[src/rtl/robsdiv.sv]
// Signed restoring divider: 2N-bit dividend / N-bit divisor -> N-bit quotient and remainder.
// One quotient bit per clock. The divide runs on magnitudes and the signs are applied at the end.
module robsdiv #(
    parameter int N = 8
) (
    input  logic                  clk,
    input  logic                  reset,
    input  logic                  start,
    input  logic signed [2*N-1:0] dividend,
    input  logic signed [N-1:0]   divisor,
    output logic signed [N-1:0]   quotient,
    output logic signed [N-1:0]   remainder,
    output logic                  busy,
    output logic                  done,
    output logic                  div_by_zero,
    output logic                  overflow
);
    localparam int CNT_W = $clog2(N);

    typedef enum logic [2:0] {S_IDLE, S_LOAD, S_ITER, S_FIX, S_DONE} state_t;

    state_t                r_state;
    logic [CNT_W-1:0]      r_cnt;
    logic signed [2*N-1:0] r_dvd;
    logic signed [N-1:0]   r_dvs;
    logic [N-1:0]          r_rem;
    logic [N-1:0]          r_quo;

    logic [2*N:0] w_abs_dvd;
    logic [N:0]   w_abs_dvs;
    logic [N:0]   w_hi;
    logic [N:0]   w_rsh;
    logic         w_ge;
    logic [N-1:0] w_diff;
    logic         w_sign_q;
    logic         w_sign_r;

    // Widened by one bit so that the most-negative operand has a representable magnitude.
    function automatic logic [2*N:0] f_abs_dvd(input logic signed [2*N-1:0] v);
        logic signed [2*N:0] ext;
        ext = {v[2*N-1], v};
        return ext[2*N] ? -ext : ext;
    endfunction

    function automatic logic [N:0] f_abs_dvs(input logic signed [N-1:0] v);
        logic signed [N:0] ext;
        ext = {v[N-1], v};
        return ext[N] ? -ext : ext;
    endfunction

    // A negative quotient can reach -2^(N-1), but a positive one cannot reach +2^(N-1).
    function automatic logic f_q_ovf(input logic [N-1:0] q, input logic neg);
        return neg ? (q > {1'b1, {(N-1){1'b0}}}) : q[N-1];
    endfunction

    assign w_abs_dvd = f_abs_dvd(r_dvd);
    assign w_abs_dvs = f_abs_dvs(r_dvs);
    assign w_hi      = w_abs_dvd[2*N:N];
    assign w_sign_q  = r_dvd[2*N-1] ^ r_dvs[N-1];
    assign w_sign_r  = r_dvd[2*N-1];
    assign w_rsh     = {r_rem, r_quo[N-1]};
    assign w_ge      = (w_rsh >= w_abs_dvs);
    // Only used when w_ge holds; the difference is then below |divisor|, so N bits are enough.
    assign w_diff    = w_rsh[N-1:0] - w_abs_dvs[N-1:0];

    always_ff @(posedge clk) begin
        case (r_state)
            S_IDLE: if (start) begin
                r_dvd <= dividend;
                r_dvs <= divisor;
            end
            S_LOAD: begin
                r_rem <= w_hi[N-1:0];
                r_quo <= w_abs_dvd[N-1:0];
            end
            S_ITER: begin
                r_rem <= w_ge ? w_diff : w_rsh[N-1:0];
                r_quo <= {r_quo[N-2:0], w_ge};
            end
            default: ;
        endcase
    end

    always_ff @(posedge clk or posedge reset) begin
        if (reset) begin
            r_state     <= S_IDLE;
            r_cnt       <= '0;
            quotient    <= '0;
            remainder   <= '0;
            busy        <= 1'b0;
            done        <= 1'b0;
            div_by_zero <= 1'b0;
            overflow    <= 1'b0;
        end else begin
            done <= 1'b0;
            case (r_state)
                S_IDLE: if (start) begin
                    r_state     <= S_LOAD;
                    busy        <= 1'b1;
                    quotient    <= '0;
                    remainder   <= '0;
                    div_by_zero <= 1'b0;
                    overflow    <= 1'b0;
                end
                S_LOAD: begin
                    if (w_abs_dvs == '0) begin
                        div_by_zero <= 1'b1;
                        done        <= 1'b1;
                        r_state     <= S_DONE;
                    end else if (w_hi >= w_abs_dvs) begin
                        overflow <= 1'b1;
                        done     <= 1'b1;
                        r_state  <= S_DONE;
                    end else begin
                        r_cnt   <= CNT_W'(N - 1);
                        r_state <= S_ITER;
                    end
                end
                S_ITER: begin
                    r_cnt <= r_cnt - CNT_W'(1);
                    if (r_cnt == '0)
                        r_state <= S_FIX;
                end
                S_FIX: begin
                    if (f_q_ovf(r_quo, w_sign_q)) begin
                        overflow <= 1'b1;
                    end else begin
                        quotient  <= w_sign_q ? -r_quo : r_quo;
                        remainder <= w_sign_r ? -r_rem : r_rem;
                    end
                    done    <= 1'b1;
                    r_state <= S_DONE;
                end
                S_DONE: begin
                    busy    <= 1'b0;
                    r_state <= S_IDLE;
                end
                default: r_state <= S_IDLE;
            endcase
        end
    end
endmodule
[config.mk]
export PLATFORM = sky130hd
export DESIGN_NAME = robsdiv
export DESIGN_NICKNAME = d
export VERILOG_FILES = /design/src/rtl/robsdiv.sv
export SDC_FILE = /design/constraint.sdc
export NUM_CORES = 1
export LEC_CHECK = 0
export CAP_MARGIN = 20
export CORE_MARGIN = 3
export CORE_UTILIZATION = 40
export CTS_BUF_LIST = sky130_fd_sc_hd__clkbuf_8
export DETAILED_ROUTE_END_ITERATION = 8
export RECOVER_POWER = 100
export SETUP_SLACK_MARGIN = 0.05
export SYNTH_ARGS = -nofsm -noshare
export SYNTH_HDL_FRONTEND = slang
export SYNTH_SLANG_ARGS = --single-unit
[constraint.sdc]
create_clock -name clk -period 5.1 [get_ports clk]
set_input_delay 1.02 -clock clk [delete_from_list [all_inputs] [get_ports clk]]
set_output_delay 1.02 -clock clk [all_outputs]
set_load 0.005 [all_outputs]
==> results of run 1 <==
-- flip-flops by register name, indices dropped and copies added, names as in the netlist --
register and cells:
r_dvd 16, quotient 8, r_dvs 8, r_quo 8, r_rem 8, remainder 8
r_cnt 3, r_state 3, busy 1, div_by_zero 1, done 1, overflow 1
-- cell usage after synthesis, drive strengths merged, types with 9 or more instances --
cell type / count / share of area
clkbuf: 12 / 0.011
nor3: 10 / 0.013
edfxtp: 40 / 0.30
inv: 17 / 0.016
ha: 24 / 0.076
o21ai: 35 / 0.044
o31ai: 9 / 0.021
nand3: 24 / 0.030
mux2i: 9 / 0.023
nand2: 33 / 0.031
a21oi: 16 / 0.020
xor2: 17 / 0.038
nor2: 25 / 0.024
xnor2: 21 / 0.046
dfrtp: 26 / 0.16
-- power groups by stage --
stage	logic, mW	clock network [mW]	registers [mW]
6_report	1.41	0.519	1.08
2_1_floorplan	1.09	0	1.02
4_1_cts	1.47	0.533	1.08
3_3_place_gp	1.45	0	1.08
3_5_place_dp	1.46	0	1.09
5_1_grt	1.59	0.556	1.11
-- layout by cell type (no fill, tap or decap), types with 3 or more instances in the layout --
master         netlist  routed
nor2b_1              4       4
o21ai_0             19      32
o21a_1               6       6
a21o_1               3       3
clkbuf_8             0      10
o221ai_1             3       3
nand2_1             33      33
xor2_1              17      17
nand2b_1             6       7
dlygate4sd3_1        0      46
o41ai_1              3       4
xnor2_1             21      21
edfxtp_1            40      40
nand3_1             24      24
inv_6                0       3
inv_1               17      17
a21oi_1             16      16
nor3_1              10      10
nor2_1              25      25
or4_1                4       4
ha_1                24      24
o31ai_1              8       9
mux2i_1              9       9
o21ai_1             16       3
dfrtp_1             26      26
nor4_1               3       3
conb_1               2       3
-- per-stage QoR --
stage               hold WS (ns)    util  worst slack [ns]  instance area, um^2  cells
finish                    0.4871  0.5046             1.232                 4751    569
global route              0.5153  0.5046            0.9962                 4751    569
CTS                       0.4937  0.5076             1.469                 4780    568
detailed placement        0.4753  0.4829             1.500                 4547    552
global placement          0.4706  0.4829             1.600                 4547    552
floorplan                 0.4559       -             2.155                 3965    389
-- tightest hold or removal path, cell delays in order (launching register included) --
cell	delay (ns)
dfrtp_1	0.35
nand2_1	0.05
o21ai_1	0.06
-- logic make-up (layout without fill, tap and decap cells) --
group | count (synthesis) | after routing | share of synthesized area
XOR/XNOR | 38 | 38 | 0.08402
multiplexers | 10 | 10 | 0.02559
AND/OR/NAND/NOR | 126 | 126 | 0.1617
other | 2 | 3 | 0.001896
adder cells (fa/ha/maj) | 25 | 25 | 0.08086
AO/OA/AOI/OAI | 90 | 90 | 0.1485
flip-flops | 66 | 66 | 0.4675
buffers and inverters | 31 | 82 | 0.03001
-- how the worst max path moves through the flow --
| stage | end | slack (ns) | depth (start not counted) |
|---|---|---|---|
| global route | done | 1.0 | 11 |
| detailed placement | r_rem[1] | 1.50 | 11 |
| CTS | r_rem[1] | 1.47 | 11 |
| finish | done | 1.23 | 11 |
| floorplan | r_rem[5] | 2.15 | 13 |
| global placement | r_rem[1] | 1.60 | 12 |
-- routing by layer --
layer | vias to the layer above | wire length, um | GRT usage
met2 | 63 | 3530 | 0.2295
met5 | - | 0 | 0
met4 | 0 | 79 | 0.04348
met1 | 1354 | 4114 | 0.2098
li1 | 1507 | - | -
met3 | 7 | 304 | 0.03184
-- cell type report --
type	instances	area (um^2)
fillers	885	4664
clock buffers	10	137.6
repair buffers	49	475.5
well taps	129	161.4
flip-flops and latches	66	1852
clock inverters	6	95.09
multi-input cells	292	1966
inverters	17	63.81
==> results.json, run 1 <==
{
  "drive_gt1_frac": 0.05455,
  "grt_use_total": 0.1484,
  "min_from": "overflow",
  "clock_power_share": 0.173,
  "core_um2": 9415,
  "reg2reg_from": "r_dvd[6]",
  "start_util": 0.4207,
  "p_total_mw": 3.006,
  "clk_root_buffer_cell": "clkbuf_8",
  "synthCells": 388,
  "port_buffers": 46,
  "max_stage_delay_ns": 0.84,
  "io_pins": 47,
  "antenna_cells": 0,
  "synth-seq-cells": 66,
  "path_max_fanout": 5,
  "clock_latency_ns": 0.34,
  "fmax_mhz": 258.5,
  "timing.setup.critical_path_class": "reg2reg",
  "numCtsBuffers": 9,
  "rr_endpoint": "done",
  "path_cells": "nor4_1, nand3_1, o41ai_1, xnor2_1, ha_1, a21oi_1, nor2_1, a2111oi_0, o31ai_1, nand2b_1, o21a_1",
  "post-route-period-util": 0.7585,
  "cts_buffer_depth": 2,
  "avgSynthCellArea_um2": 10.21,
  "skew_ns": 0.01437,
  "slew_headroom": 0.1902,
  "required_ns": 5.33,
  "htreeDepth": 3,
  "hold_viol": 0,
  "crit_path_end_kind": "flop",
  "async_reset_ff_frac": 0.3939,
  "whs_endpoint": "overflow",
  "clkTransAtPathRegs_ns": 0.08,
  "startpoint": "r_dvd[6]",
  "clock_sinks": 66,
  "swShare": 0.4027,
  "synth-edff-count": 40,
  "final_nets": 487,
  "post_cts_buffers": 0,
  "path_buf_inv": 0,
  "synth_flop_cell": "edfxtp_1",
  "power_density_nw_per_um2": 632.8,
  "hp-class": "reg2reg",
  "die_y_um": 105.5,
  "ant_nets": 0,
  "rsz0062_at_grt": "no",
  "cts_tree": "yes",
  "yosys_warnings": 0,
  "cp.arrival_ns": 4.10,
  "r2r_slack_ns": 1.23,
  "syn_area_um2": 3961,
  "first_pass_iters": 4,
  "drt_iter0_markers": 118,
  "gr-total-overflow": 0,
  "cpLargestDelayFamily": "compound AO/OA/AOI/OAI gates",
  "ctsResizeCount": 0,
  "finalSetupViolations": 0,
  "cap_violations": 0,
  "power_frac_comb": 0.469,
  "cts_hold_buffers": 0,
  "worst_pin_slew_ns": 1.214,
  "synth-seq-area-share": 0.4675,
  "cp-start-kind": "flop",
  "globalplace.congestion": 0.9064,
  "p_int_mw": 1.795,
  "worstRegToRegCells": 11,
  "post_drt_wl_per_cell_um": 14.11,
  "grt_pass1_vias": 2825,
  "peakVddDrop_mv": 0.2078,
  "synthDistinctLibCells": 54,
  "finalSetupTns_ns": 0,
  "dieArea_um2": 11130,
  "p_sw_mw": 1.211,
  "grt_max_degree": 33,
  "route.detailed.drc": 0,
  "grt_pass1_wl_um": 13410,
  "syn2layout_area_growth_pct": 19.93,
  "hpwl_um": 6141,
  "routed_wl_um": 8028,
  "crit_slowest_cell": "o41ai_1",
  "power_frac_seq": 0.358,
  "power.leakage_nw": 1.929,
  "vias": 2931,
  "chipWidth_um": 105.5,
  "core.rowCount": 35,
  "viasPerCell": 5.151,
  "slew_violations": 0,
  "status": "finished clean",
  "min_period_ns": 3.868,
  "min_path_cells": 2,
  "antenna_found_initial": 0
}
Power figures use the tool's default switching activity.
==> run 2: changes to the inputs <==
- clock period: 5.1 -> 3.95 ns (I/O delays scaled with it)
==> run 2 against run 1 <==
Effect of this change:
- register-to-register slack got worse by 0.77 ns
- non-clock buffer count up 4
- count of clock-buffer cells in the layout down 1
==> results.json, run 2 (synthesis gave the netlist of run 1 again) <==
{
  "ctsResizeCount": 0,
  "swShare": 0.4113,
  "cts_buffer_depth": 2,
  "power_density_nw_per_um2": 804.9,
  "clkTransAtPathRegs_ns": 0.08,
  "hpwl_um": 6280,
  "worst_pin_slew_ns": 1.291,
  "status": "finished clean",
  "antenna_cells": 0,
  "chipWidth_um": 105.5,
  "core_um2": 9415,
  "p_sw_mw": 1.571,
  "power.leakage_nw": 1.919,
  "clock_sinks": 66,
  "gr-total-overflow": 0,
  "post-route-period-util": 0.8823,
  "globalplace.congestion": 0.8775,
  "required_ns": 4.18,
  "route.detailed.drc": 0,
  "drt_iter0_markers": 113,
  "skew_ns": 0.01185,
  "cp.arrival_ns": 3.72,
  "start_util": 0.4207,
  "path_max_fanout": 5,
  "ant_nets": 0,
  "cts_hold_buffers": 0,
  "fin_cells": 573,
  "path_cells": "or4_1, nor3_1, nor4bb_1, ha_1, nand4_1, nor2_1, a2111oi_0, o31ai_1, nand2b_1, o21a_1",
  "drive_gt1_frac": 0.05856,
  "htreeDepth": 3,
  "die_y_um": 105.5,
  "viasPerCell": 5.209,
  "routed_wl_um": 8034,
  "min_path_cells": 2,
  "core.rowCount": 35,
  "largest_reg_flops": 16,
  "regMostFlops": "r_dvd",
  "finalSetupTns_ns": 0,
  "numCtsBuffers": 9,
  "finalSetupViolations": 0,
  "grt_pass1_vias": 2801,
  "crit_path_end_kind": "flop",
  "syn2layout_area_growth_pct": 19.77,
  "final_nets": 491,
  "first_pass_iters": 5,
  "antenna_found_initial": 0,
  "hp-class": "reg2reg",
  "post_cts_buffers": 0,
  "grt_max_degree": 33,
  "slew_headroom": 0.1390,
  "clock_latency_ns": 0.34,
  "peakVddDrop_mv": 0.3100,
  "final_common_cell": "dlygate4sd3_1",
  "vias": 2985,
  "place_inst": 556,
  "power_frac_comb": 0.487,
  "hold_viol": 0,
  "clock_power_share": 0.152,
  "clk_root_buffer_cell": "clkbuf_8",
  "final_cell_mix": "46 x dlygate4sd3_1, 40 x edfxtp_1, 33 x nand2_1",
  "timing.setup.critical_path_class": "reg2reg",
  "rsz0062_at_grt": "no",
  "grt_use_total": 0.1512,
  "fmax_mhz": 286.9,
  "cts_tree": "yes",
  "final_core_util": 0.5039,
  "port_buffers": 46,
  "power_frac_seq": 0.361,
  "max_stage_delay_ns": 0.62,
  "cap_violations": 0,
  "io_pins": 47,
  "post_drt_wl_per_cell_um": 14.02,
  "cp-start-kind": "flop",
  "dieArea_um2": 11130,
  "fill_cells": 864,
  "slew_violations": 0,
  "min_period_ns": 3.485,
  "grt_pass1_wl_um": 13610,
  "worstRegToRegCells": 10,
  "p_int_mw": 2.248,
  "crit_slowest_cell": "or4_1"
}
## run 2: layout make-up
| cell class | count | area, um^2 | area share |
|---|---|---|---|
| Clock buffer | 9 | 123.9 | 0.02611 |
| Clock inverter | 7 | 76.32 | 0.01609 |
| Inverter | 17 | 63.81 | 0.01345 |
| Multi-Input combinational cell | 292 | 1973 | 0.4159 |
| Sequential cell | 66 | 1852 | 0.3903 |
| Tap cell | 129 | 161.4 | 0.03402 |
| Timing Repair Buffer | 53 | 494.2 | 0.1042 |
## run 2: worst max-delay path: cells and delay by family, from the launching register on
kind	cells	cell delay, ns
fa+ha+maj	1	0.37
simple gates	6	1.78
flops	1	0.43
compound gates	3	0.81
## run 2: metal layers
layer  track usage  part of all wire  vias to the layer above
met2        0.2204              0.44                       82
li1              -                 -                     1523
met1        0.2228              0.50                     1369
met3       0.02756             0.046                       11
met5             0                 0                        -
met4       0.05735             0.015                        0
## run 2: path summary, 6_finish.rpt
kind                              start            to  slack (ns)
max                           r_dvd[10]    r_state[2]        0.46
min                        remainder[3]  remainder[3]        0.49
max reg2reg                   r_dvd[10]    r_state[2]        0.46
min reg2reg                remainder[3]  remainder[3]        0.49
max in group asynchronous         reset  remainder[6]        1.93
min in group asynchronous         reset   quotient[1]        0.81
## run 2: stage by stage
| stage | power (mW) | hold slack [ns] | cell area, um^2 | setup slack, ns |
|---|---|---|---|---|
| floorplan | 2.721 | 0.4559 | 3965 | 1.005 |
| global placement | 3.299 | 0.4720 | 4577 | 0.7767 |
| detailed placement | 3.336 | 0.4794 | 4577 | 0.6075 |
| CTS | 3.925 | 0.4975 | 4777 | 0.5980 |
| global route | 4.168 | 0.5304 | 4745 | 0.1937 |
| finish | 3.819 | 0.4908 | 4745 | 0.4649 |
## run 2: power groups by stage
| stage | clock network (mW) | registers (mW) | logic (mW) |
|---|---|---|---|
| 6_report | 0.579 | 1.38 | 1.86 |
| 5_1_grt | 0.632 | 1.43 | 2.11 |
| 4_1_cts | 0.600 | 1.38 | 1.95 |
| 3_5_place_dp | 0 | 1.39 | 1.94 |
| 3_3_place_gp | 0 | 1.39 | 1.91 |
| 2_1_floorplan | 0 | 1.32 | 1.41 |
==> run 3: changes to the inputs <==
- SKIP_CTS_REPAIR_TIMING: default -> 1
==> results of run 3 <==
Same layout as run 2: the final DEF is identical, and so are final timing and power.
